===== config.mk =====
export PLATFORM = sky130hd
export DESIGN_NAME = system_qsy_nios2_qsys_oci_dct_ctrl
export DESIGN_NICKNAME = d
export VERILOG_FILES = /design/src/rtl/system_qsy_nios2_qsys_oci_dct_ctrl.sv
export SDC_FILE = /design/constraint.sdc
export NUM_CORES = 1
export LEC_CHECK = 0
export BUFFER_PORTS_ARGS = -buffer_cell sky130_fd_sc_hd__buf_2
export CAP_MARGIN = 0
export CORE_ASPECT_RATIO = 0.8
export CORE_MARGIN = 1.5
export CORE_UTILIZATION = 48
export DETAILED_ROUTE_END_ITERATION = 8
export GPL_ROUTABILITY_DRIVEN = 1
export GPL_TIMING_DRIVEN = 0
export PLACE_DENSITY = 0.85
export SYNTH_ARGS = -nofsm -noshare
export SYNTH_HDL_FRONTEND = slang
export SYNTH_SLANG_ARGS = --single-unit

===== constraint.sdc =====
create_clock -name clk -period 2.2 [get_ports clk]
set_input_delay 0.44 -clock clk [delete_from_list [all_inputs] [get_ports clk]]
set_output_delay 0.44 -clock clk [all_outputs]
set_load 0.01 [all_outputs]

===== src/rtl/system_qsy_nios2_qsys_oci_dct_ctrl.sv =====
// OCI debug-capture-trace sequencer: packs 2-bit atoms into 30-bit frames and hands them off.
// Optional idle auto-flush is enabled by defining OCI_DCT_TIMEOUT_EN.
module system_qsy_nios2_qsys_oci_dct_ctrl #(
  parameter int unsigned ATOM_W  = 2,
  parameter int unsigned ATOMS   = 15,
  parameter int unsigned CNT_W   = 4,
  parameter int unsigned TIMEOUT = 64
) (
  input  logic                      clk,
  input  logic                      reset,
  input  logic                      atom_valid,
  input  logic [ATOM_W-1:0]         atom_data,
  output logic                      atom_ready,
  input  logic                      flush_req,
  input  logic                      test_ending,
  output logic                      frame_valid,
  output logic [ATOM_W*ATOMS-1:0]   frame_data,
  output logic [CNT_W-1:0]          frame_count,
  input  logic                      frame_ready,
  output logic [ATOM_W*ATOMS-1:0]   dct_buffer,
  output logic [CNT_W-1:0]          dct_count,
  output logic                      test_has_ended,
  output logic                      atom_dropped
);

  localparam int unsigned BUF_W = ATOM_W * ATOMS;

  typedef enum logic [1:0] {StRun, StDrain, StEnded} state_e;

  state_e             state_q, state_d;
  logic [BUF_W-1:0]   buf_q, buf_d, frame_data_q, frame_data_d, buf_shift;
  logic [CNT_W-1:0]   cnt_q, cnt_d, frame_count_q, frame_count_d, cnt_inc;
  logic               frame_valid_q, frame_valid_d;
  logic               pend_q, pend_d, dropped_q, dropped_d;
  logic               accept, cnt_last, frame_free, full, nonempty;
  logic               flush_trig, pend_now, flush_load, load, timeout_trig;

`ifdef OCI_DCT_TIMEOUT_EN
  localparam int unsigned IDLE_W = (TIMEOUT > 1) ? $clog2(TIMEOUT) : 1;
  logic [IDLE_W-1:0] idle_q, idle_d;
  logic              idle_run;

  // Saturates at TIMEOUT-1 so a blocked auto-flush stays requested.
  always_comb begin
    idle_run     = (state_q == StRun) && (cnt_q != '0) && !accept;
    timeout_trig = idle_run && (idle_q == IDLE_W'(TIMEOUT - 1));
    idle_d       = '0;
    if (idle_run && !load) begin
      idle_d = timeout_trig ? idle_q : idle_q + 1'b1;
    end
  end

  always_ff @(posedge clk or posedge reset) begin
    if (reset) idle_q <= '0;
    else       idle_q <= idle_d;
  end
`else
  assign timeout_trig = 1'b0 && (TIMEOUT != 0);
`endif

  always_ff @(posedge clk or posedge reset) begin
    if (reset) begin
      state_q       <= StRun;
      buf_q         <= '0;
      cnt_q         <= '0;
      frame_data_q  <= '0;
      frame_count_q <= '0;
      frame_valid_q <= 1'b0;
      pend_q        <= 1'b0;
      dropped_q     <= 1'b0;
    end else begin
      state_q       <= state_d;
      buf_q         <= buf_d;
      cnt_q         <= cnt_d;
      frame_data_q  <= frame_data_d;
      frame_count_q <= frame_count_d;
      frame_valid_q <= frame_valid_d;
      pend_q        <= pend_d;
      dropped_q     <= dropped_d;
    end
  end

  always_comb begin
    state_d = state_q;
    unique case (state_q)
      StRun:   if (test_ending) state_d = StDrain;
      StDrain: if ((cnt_q == '0) && !frame_valid_q) state_d = StEnded;
      StEnded: state_d = StEnded;
      default: state_d = StRun;
    endcase
  end

  always_comb begin
    accept     = atom_valid && atom_ready;
    cnt_last   = (cnt_q == CNT_W'(ATOMS - 1));
    frame_free = !frame_valid_q || frame_ready;
    buf_shift  = {buf_q[BUF_W-ATOM_W-1:0], atom_data};
    cnt_inc    = cnt_q + 1'b1;
    full       = accept && cnt_last;
    nonempty   = (cnt_q != '0) || accept;
    flush_trig = flush_req || (state_q == StDrain) || timeout_trig;
    pend_now   = pend_q || (flush_trig && nonempty);
    flush_load = pend_now && nonempty && frame_free;
    // A full buffer implies a free frame register: atom_ready is low otherwise.
    load       = full || flush_load;

    frame_data_d  = frame_data_q;
    frame_count_d = frame_count_q;
    buf_d         = accept ? buf_shift : buf_q;
    cnt_d         = accept ? cnt_inc : cnt_q;
    if (load) begin
      frame_data_d  = buf_d;
      frame_count_d = cnt_d;
      buf_d         = '0;
      cnt_d         = '0;
    end
    frame_valid_d = load || (frame_valid_q && !frame_ready);
    pend_d        = pend_now && !load;
    dropped_d     = dropped_q || (atom_valid && (state_q != StRun));
  end

  always_comb begin
    atom_ready     = (state_q == StRun) && !(cnt_last && frame_valid_q && !frame_ready);
    test_has_ended = (state_q == StEnded);
    frame_valid    = frame_valid_q;
    frame_data     = frame_data_q;
    frame_count    = frame_count_q;
    dct_buffer     = buf_q;
    dct_count      = cnt_q;
    atom_dropped   = dropped_q;
  end

endmodule

==> results of run 1 <==
==> layout by cell type, fill, tap and decap left out, types with 2 or more instances in the layout <==
master | synthesis | final
dfrtp_1 | 73 | 73
o21a_1 | 2 | 2
buf_6 | 1 | 2
nand2_1 | 2 | 2
mux2i_1 | 33 | 32
inv_1 | 24 | 23
mux2_4 | 26 | 26
clkbuf_8 | 0 | 10
and2_1 | 8 | 8
buf_4 | 3 | 2
mux2_2 | 9 | 9
ha_1 | 7 | 7
nor2_1 | 24 | 24
clkbuf_4 | 0 | 2
buf_2 | 4 | 81
and2_2 | 10 | 10
clkinvlp_4 | 0 | 4
buf_12 | 2 | 3
==> repair_timing <==
item                       in CTS  in global routing
setup endpoints to repair      10                 24
hold endpoints to repair        0                  0
gates cloned                    0                  0
gates resized for setup         1                  6
==> flip-flops by register name, summed over array words and instances (netlist names) <==
name          count
state_q           2
dct_count         4
atom_dropped      1
frame_data       30
dct_buffer       30
pend_q            1
frame_valid       1
frame_count       4
==> synthesized netlist by cell type <==
cell	n	share of area, %
buf_6	1	0.34
nand3_2	1	0.31
and2_2	10	2.3
nand4_1	1	0.19
clkbuf_1	1	0.11
xnor2_1	1	0.27
buf_4	3	0.69
buf_12	2	1.2
a21oi_1	1	0.15
nor3_1	1	0.15
nand2_1	2	0.23
a31oi_1	2	0.38
a2bb2oi_1	1	0.27
nand3_1	1	0.15
and2_1	8	1.5
ha_1	7	2.7
o21ba_2	1	0.31
a21o_1	1	0.23
o21ai_0	2	0.31
inv_1	24	2.8
o21a_1	2	0.46
nand2b_1	1	0.19
nand3b_1	1	0.23
mux2_4	26	12
buf_2	4	0.61
mux2i_1	33	10
dfrtp_1	73	56
mux2_2	9	3.1
nor2_1	24	2.8
==> per-layer routing <==
layer  wire length (µm)  share of wire [%]  track usage [%]  vias to the layer above
li1                   -                  -                -                      985
met1               2970                 46             26.2                     1052
met2               3120                 48             28.9                       55
met3                353                5.5             6.15                        4
met4                 37               0.57             4.93                        0
met5                  0                  0                0                        -
==> worst min path at each step <==
stage	from	end	slack [ns]
after floorplan	pend_q	pend_q	0.47
after global placement	atom_dropped	atom_dropped	0.43
after detailed placement	atom_dropped	atom_dropped	0.45
after CTS	reset	frame_data[4]	0.26
after global routing	reset	frame_data[0]	0.28
final	reset	frame_data[27]	0.24
==> power by group <==
part / internal (µW) / total (µW) / leakage, µW / switching, µW
combinational: 797 / 1690 / 0.00107 / 888
sequential: 1510 / 1640 / 0.000999 / 133
clock: 556 / 1070 / 0.0000949 / 510
==> kinds of logic (layout without fill, tap and decap cells) <==
kind of cell,after synthesis,after routing,share of synthesized area (%)
flip-flops,73,73,56.0
AND/OR/NAND/NOR,50,50,8.05
AO/OA/AOI/OAI,10,10,2.11
adder cells (fa/ha/maj),7,7,2.68
XOR/XNOR,1,1,0.268
multiplexers,68,68,25.2
buffers and inverters,35,131,5.75
==> critical path, stage by stage (launching register included) <==
cell and delay [ns]:
dfrtp_1 0.40, inv_1 0.11, ha_1 0.20, nand2_1 0.10, a31oi_2 0.21, o21a_1 0.13, buf_2 0.19, buf_4 0.25
mux2_2 0.36
==> final cells by class <==
cell class	instances	area, µm²
Buffer	11	106
Clock buffer	10	138
Clock inverter	6	66.3
Fill cell	516	2460
Inverter	24	93.8
Multi-Input combinational cell	136	1260
Sequential cell	73	1830
Tap cell	84	105
Timing Repair Buffer	80	415
==> per-stage QoR <==
stage / hold WS (ns) / instance area, µm² / setup TNS [ns]
after CTS: 0.259 / 3990 / 0
final: 0.236 / 4020 / 0
after global placement: 0.434 / 3770 / -0.847
after detailed placement: 0.449 / 3790 / -1.36
after floorplan: 0.467 / 3270 / 0
after global routing: 0.284 / 4020 / -0.0351
==> flow_metrics.env, run 1 <==
export IMPL_rows=26
export IMPL_total_power_uw=4390
export IMPL_clockBufferDepth=2
export IMPL_fin_worst_skew_ns=0.00741
export IMPL_r2r_end="frame_count[2]"
export IMPL_netlist_instances=244
export IMPL_cap_violations=0
export IMPL_num_vias=2096
export IMPL_ff2ff_setup_slack_ns=0.13
export IMPL_syn_avg_cell_area_um2=13.4
export IMPL_layout_setup_ws_ns=0.133
export IMPL_core_area_mm2=0.00647
export IMPL_vias_per_cell=4.94
export IMPL_first_pass_iters=4
export IMPL_synth_cell_types=29
export IMPL_seq_area_frac_synth_pct=56.0
export IMPL_finish_utilization_pct=62.0
export IMPL_dp_cells=408
export IMPL_drtIter0Drc=59
export IMPL_crit_start="state_q[0]"
export IMPL_path_clk_slew_ns=0.08
export IMPL_final_period_utilization_pct=94.0
export IMPL_yosysWarnings=0
export IMPL_finalHoldViolCount=0
export IMPL_cts_tree="yes"
export IMPL_num_nets_final=350
export IMPL_arrival_ns=2.29
export IMPL_gr_total_overflow=0
export IMPL_wl_per_cell_um=15.3
export IMPL_drive_above_1_share_pct=46.2
export IMPL_io_pins=80
export IMPL_fmax_ghz=0.484
export IMPL_antenna_cells=0
export IMPL_cp_max_fo=10
export IMPL_antenna_found_initial=0
export IMPL_status="completed"
export IMPL_regToRegStartpoint="state_q[0]"
export IMPL_postCtsHoldBufs=0
export IMPL_insertion_delay_ns=0.34
export IMPL_grt_pass1_vias=2066
export IMPL_cp_start_kind="register"
export IMPL_grt_usage_pct=19.1
export IMPL_crit_end="frame_count[2]"
export IMPL_min_period_ns=2.07
export IMPL_root_buffer="clkbuf_8"
export IMPL_finalSetupViolations=0
export IMPL_worstPathRequired_ns=2.42
export IMPL_worstMarginPinSlew_ns=0.798
export IMPL_dp_hpwl_um=4720
export IMPL_hp_class="in -> async"
export IMPL_die_x_um=95.2
export IMPL_ant_nets=0
export IMPL_grt_max_degree=38
export IMPL_leakagePower_uw=0.00216
export IMPL_grt_pass1_wl_um=10600
export IMPL_io_buffers=79
export IMPL_cts_max_level=3
export IMPL_post_cts_buffers=0
export IMPL_syn_to_final_growth_pct=23.0
export IMPL_fin_cells=424
export IMPL_clock_sinks=73
export IMPL_worstSetupPathType="reg -> reg"
export IMPL_rsz0062_at_grt="true"
export IMPL_yosys_register_bits=73
export IMPL_synth_nets=259
export IMPL_dieArea_mm2=0.00731
export IMPL_slew_viol_final=0
export IMPL_cts_made_buffers=9
export IMPL_ir_worst_vdd_mv=0.680
export IMPL_worstSetupEndpointType="register"
export IMPL_wirelength_um=6480
export IMPL_relSlewSlack_pct=46.7
export IMPL_reg2regPathDepth=8
export IMPL_post_place_ws_ns=-0.159
export IMPL_gp_congestion=0.791
export IMPL_die_h_um=76.8
export IMPL_power_density_mw_per_mm2=1090
export IMPL_syn_area_mm2=0.00326
export IMPL_drcViolationCount=0
export IMPL_start_util_pct=50.4
(Power assumes the default switching activity.)
==> inputs of run 2 (changes only) <==
CELL_PAD_IN_SITES_DETAIL_PLACEMENT = 1   (was unset)
CELL_PAD_IN_SITES_GLOBAL_PLACEMENT = 2   (was unset)
CORE_UTILIZATION = 33   (was 48)
CTS_BUF_LIST = sky130_fd_sc_hd__clkbuf_4 sky130_fd_sc_hd__clkbuf_8   (was unset)
PLACE_DENSITY = 0.87   (was 0.85)
==> flow_metrics.env, run 2 (synthesized netlist as in run 1, its figures left out) <==
export IMPL_start_util_pct=33.8
export IMPL_postCtsHoldBufs=0
export IMPL_grt_usage_pct=15.1
export IMPL_vias_per_cell=4.40
export IMPL_status="completed"
export IMPL_leakagePower_uw=0.00217
export IMPL_cap_violations=0
export IMPL_io_pins=80
export IMPL_die_h_um=92.0
export IMPL_filler_cell_count=1049
export IMPL_core_area_mm2=0.00965
export IMPL_antenna_cells=0
export IMPL_cts_max_level=3
export IMPL_cp_max_fo=10
export IMPL_rows=32
export IMPL_power_density_mw_per_mm2=1090
export IMPL_final_period_utilization_pct=94.3
export IMPL_reg2regPathDepth=8
export IMPL_finish_utilization_pct=42.7
export IMPL_grt_pass1_wl_um=12000
export IMPL_drcViolationCount=0
export IMPL_arrival_ns=2.30
export IMPL_layout_cells_most_common_list="80 x buf_2, 73 x dfrtp_1, 28 x mux2i_1, 26 x mux2_4, 24 x nor2_1"
export IMPL_relSlewSlack_pct=44.5
export IMPL_dp_hpwl_um=5250
export IMPL_whs_ns=0.243
export IMPL_post_dp_cell_area_mm2=0.00385
export IMPL_ir_worst_vdd_mv=0.425
export IMPL_path_clk_slew_ns=0.08
export IMPL_io_buffers=79
export IMPL_gr_total_overflow=0
export IMPL_worstSetupPathType="reg -> reg"
export IMPL_clock_sinks=73
export IMPL_layout_setup_ws_ns=0.126
export IMPL_r2r_end="frame_data[11]"
export IMPL_num_vias=2090
export IMPL_regToRegStartpoint="state_q[0]"
export IMPL_ant_nets=0
export IMPL_wl_per_cell_um=15.5
export IMPL_cts_tree="yes"
export IMPL_dieArea_mm2=0.0105
export IMPL_post_place_ws_ns=-0.364
export IMPL_fin_worst_skew_ns=0.00891
export IMPL_syn_to_final_growth_pct=26.2
export IMPL_ff2ff_setup_slack_ns=0.13
export IMPL_finalSetupViolations=0
export IMPL_worstSetupEndpointType="register"
export IMPL_antenna_found_initial=0
export IMPL_worstMarginPinSlew_ns=0.831
export IMPL_fin_area_mm2=0.00412
export IMPL_gp_congestion=0.757
export IMPL_die_x_um=114
export IMPL_finalHoldViolCount=0
export IMPL_first_pass_iters=4
export IMPL_fmax_ghz=0.482
export IMPL_insertion_delay_ns=0.34
export IMPL_finalSetupTns_ns=0
export IMPL_wirelength_um=7350
export IMPL_root_buffer="clkbuf_8"
export IMPL_worstPathRequired_ns=2.42
export IMPL_clockBufferDepth=2
export IMPL_rsz0062_at_grt="true"
export IMPL_grt_pass1_vias=2226
export IMPL_drtIter0Drc=44
export IMPL_cp_start_kind="register"
export IMPL_crit_end="frame_data[11]"
export IMPL_layout_commonest_cell="buf_2"
export IMPL_num_nets_final=350
export IMPL_grt_max_degree=38
export IMPL_hp_class="in -> async"
export IMPL_slew_viol_final=0
export IMPL_crit_start="state_q[0]"
export IMPL_drive_above_1_share_pct=48.1
export IMPL_cts_made_buffers=9
export IMPL_min_period_ns=2.07
run 2: worst min path at each step:
stage                            start              to  slack, ns  depth (start not counted)
after floorplan                 pend_q          pend_q       0.47                          2
after global placement    atom_dropped    atom_dropped       0.44                          1
after detailed placement  atom_dropped    atom_dropped       0.44                          1
after CTS                        reset   frame_data[5]       0.26                          2
after global routing             reset  frame_data[10]       0.29                          2
final                            reset   frame_data[5]       0.24                          2
run 2: layout make-up:
cell class              count  area (µm²)  area share (%)
flip-flops and latches     73        1830            44.3
clock inverters             6        68.8            1.67
repair buffers             80         415            10.1
inverters                  24        93.8            2.28
multi-input cells         136        1290            31.4
well taps                 136         170            4.13
clock buffers               9         124            3.01
plain buffers              11         125            3.04
run 2: metal layers:
metal / track usage (%) / wire, µm
met1: 20.6 / 3540
met2: 23.7 / 3440
met5: 0 / 0
met3: 4.03 / 293
met4: 4.38 / 77
run 2: power breakdown:
| group | internal [µW] | switching, µW |
|---|---|---|
| clock network | 523 | 516 |
| registers | 1510 | 125 |
| logic | 865 | 964 |
| total | 2900 | 1610 |
run 2: repair_timing:
action / 4_1_cts / 5_1_grt
endpoints found under the hold margin: 0 / 0
buffers inserted: 0 / 0
setup endpoints to repair: 14 / 50
gates resized for setup: 4 / 17
run 2: worst max-delay path, cell delays in order (launching register included):
cell and delay (ns):
dfrtp_1 0.40, inv_1 0.12, ha_1 0.22, nand2_1 0.14, nor2_1 0.21, o21a_1 0.15, clkbuf_4 0.20, buf_6 0.21
mux2_4 0.31
run 2: stage by stage:
step,total power (µW),std cells
after global routing,4780,475
after floorplan,2880,244
after detailed placement,3390,460
final,4500,475
after CTS,4500,475
after global placement,3350,459
==> inputs of run 3 (changes only) <==
BUFFER_PORTS_ARGS = unset   (was -buffer_cell sky130_fd_sc_hd__buf_2)
CORE_UTILIZATION = 39   (was 33)
DONT_BUFFER_PORTS = 1   (was unset)
PLACE_DENSITY = 0.86   (was 0.87)
==> flow_metrics.env, run 3 (synthesized netlist as in run 1, its figures left out) <==
export IMPL_antenna_found_initial=0
export IMPL_grt_usage_pct=16.7
export IMPL_gp_congestion=0.729
export IMPL_wirelength_um=6910
export IMPL_final_period_utilization_pct=93.4
export IMPL_layout_cells_most_common_list="72 x dfrtp_1, 32 x mux2i_1, 26 x mux2_4, 24 x nor2_1, 23 x inv_1"
export IMPL_leakagePower_uw=0.00180
export IMPL_status="completed"
export IMPL_insertion_delay_ns=0.34
export IMPL_rows=29
export IMPL_io_pins=80
export IMPL_finalSetupViolations=0
export IMPL_num_nets_final=278
export IMPL_min_period_ns=2.06
export IMPL_p_clk_share_pct=24.6
export IMPL_ir_worst_vdd_mv=0.434
export IMPL_cts_tree="yes"
export IMPL_dieArea_mm2=0.00893
export IMPL_worstPathRequired_ns=2.43
export IMPL_cap_violations=0
export IMPL_layout_setup_ws_ns=0.144
export IMPL_fmax_ghz=0.486
export IMPL_path_clk_slew_ns=0.08
export IMPL_worstMarginPinSlew_ns=0.767
export IMPL_p_comb_share_pct=36.2
export IMPL_num_vias=1843
export IMPL_clock_sinks=73
export IMPL_power_switching_uw=1530
export IMPL_io_buffers=0
export IMPL_cts_made_buffers=9
export IMPL_die_h_um=84.8
export IMPL_cts_max_level=3
export IMPL_internal_power_uw=2890
export IMPL_seq_power_share_pct=39.2
export IMPL_cp_cell_sequence="inv_1, ha_1, and2_4, o21a_1, buf_6, buf_12, mux2_4, mux2_4"
export IMPL_gr_total_overflow=0
export IMPL_wl_per_cell_um=18.4
export IMPL_start_util_pct=40.7
export IMPL_fin_worst_skew_ns=0.00886
export IMPL_cpMostUsedCell="mux2_4"
export IMPL_layout_commonest_cell="dfrtp_1"
export IMPL_drive_above_1_share_pct=32.8
export IMPL_finalHoldViolCount=0
export IMPL_arrival_ns=2.29
export IMPL_ff2ff_setup_slack_ns=0.14
export IMPL_clockBufferDepth=2
export IMPL_grt_max_degree=40
export IMPL_cp_start_kind="register"
export IMPL_relSlewSlack_pct=48.8
export IMPL_total_power_uw=4420
export IMPL_ant_nets=0
export IMPL_antenna_cells=0
export IMPL_dp_hpwl_um=4980
export IMPL_sw_frac_of_total_pct=34.6
export IMPL_rsz0062_at_grt="false"
export IMPL_grt_pass1_wl_um=11400
export IMPL_first_pass_iters=4
export IMPL_worstSetupPathType="reg -> reg"
export IMPL_critPathSlowestCell="dfrtp_1"
export IMPL_regToRegStartpoint="state_q[0]"
export IMPL_core_area_mm2=0.00802
export IMPL_die_x_um=105
export IMPL_crit_start="state_q[0]"
export IMPL_grt_pass1_vias=2134
export IMPL_drtIter0Drc=57
export IMPL_cp_max_fo=10
export IMPL_postCtsHoldBufs=0
export IMPL_slowest_delay_ns=0.40
export IMPL_slew_viol_final=0
export IMPL_drcViolationCount=0
export IMPL_worstSetupEndpointType="register"
export IMPL_power_density_mw_per_mm2=1180
export IMPL_whs_ns=0.0926
export IMPL_root_buffer="clkbuf_8"
export IMPL_vias_per_cell=4.90
export IMPL_hp_class="in -> async"
export IMPL_post_place_ws_ns=-0.297
export IMPL_syn_to_final_growth_pct=14.3
==> run 3: cell types whose count changed in the layout (fill, tap and decap cells not counted), sizes merged <==
cell,previous run,this run
buf,88,15
clkbuf,12,16
clkinv,3,2
inv,24,23
==> run 3: repair_timing <==
action                                  CTS  global route
gates resized for setup                   3            10
endpoints found under the setup margin   12            38
buffers inserted                          0             8
pin swaps                                 0             0
cloned                                    0             0
endpoints found under the hold margin     0             0
==> run 3: final timing paths <==
| check | cells past startpoint | to |
|---|---|---|
| hold / removal | 1 | frame_count[1] |
| hold reg to reg | 2 | pend_q |
| max in group asynchronous | 2 | dct_count[0] |
| setup reg to reg | 8 | frame_data[11] |
| setup / recovery | 8 | frame_data[11] |
| min in group clk | 1 | atom_dropped |
==> run 3: stage by stage <==
stage	instance area (µm²)	setup TNS (ns)	std cells	util [%]
2_1_floorplan	3270	0	244	-
6_report	3730	0	376	46.5
5_1_grt	3730	0	376	46.5
3_5_place_dp	3420	-2.76	353	42.7
4_1_cts	3630	0	368	45.3
3_3_place_gp	3400	-2.95	352	42.4
==> run 3: power groups by stage <==
stage	clock network [µW]	logic, µW	registers [µW]
after global routing	1180	1740	1760
after CTS	1130	1490	1730
after global placement	0	1450	1750
final	1090	1600	1730
after floorplan	0	1180	1700
after detailed placement	0	1480	1760
==> run 3: worst max-delay path, delay by kind of cell, from the launching register on <==
| kind | cells | cell delay [ns] |
|---|---|---|
| AOI/OAI and AO/OA | 1 | 0.17 |
| muxes | 2 | 0.57 |
| DFF | 1 | 0.40 |
| and+or+nand+nor | 1 | 0.17 |
| buffers and inverters | 3 | 0.41 |
| adders and majority gates | 1 | 0.20 |
==> run 3: area by class of cell <==
class / instances / area (µm²)
fillers: 825 / 4290
flip-flops and latches: 73 / 1830
multi-input cells: 136 / 1270
clock buffers: 12 / 159
well taps: 108 / 135
plain buffers: 10 / 106
inverters: 24 / 93.8
repair buffers: 9 / 92.6
clock inverters: 4 / 51.3
==> run 3: per-layer routing <==
layer / global-route usage (%) / wire, µm / vias to the layer above
li1: - / - / 839
met1: 20.8 / 3010 / 953
met2: 27.4 / 3460 / 44
met3: 5.99 / 361 / 7
met4: 5.23 / 80 / 0
met5: 0 / 0 / -
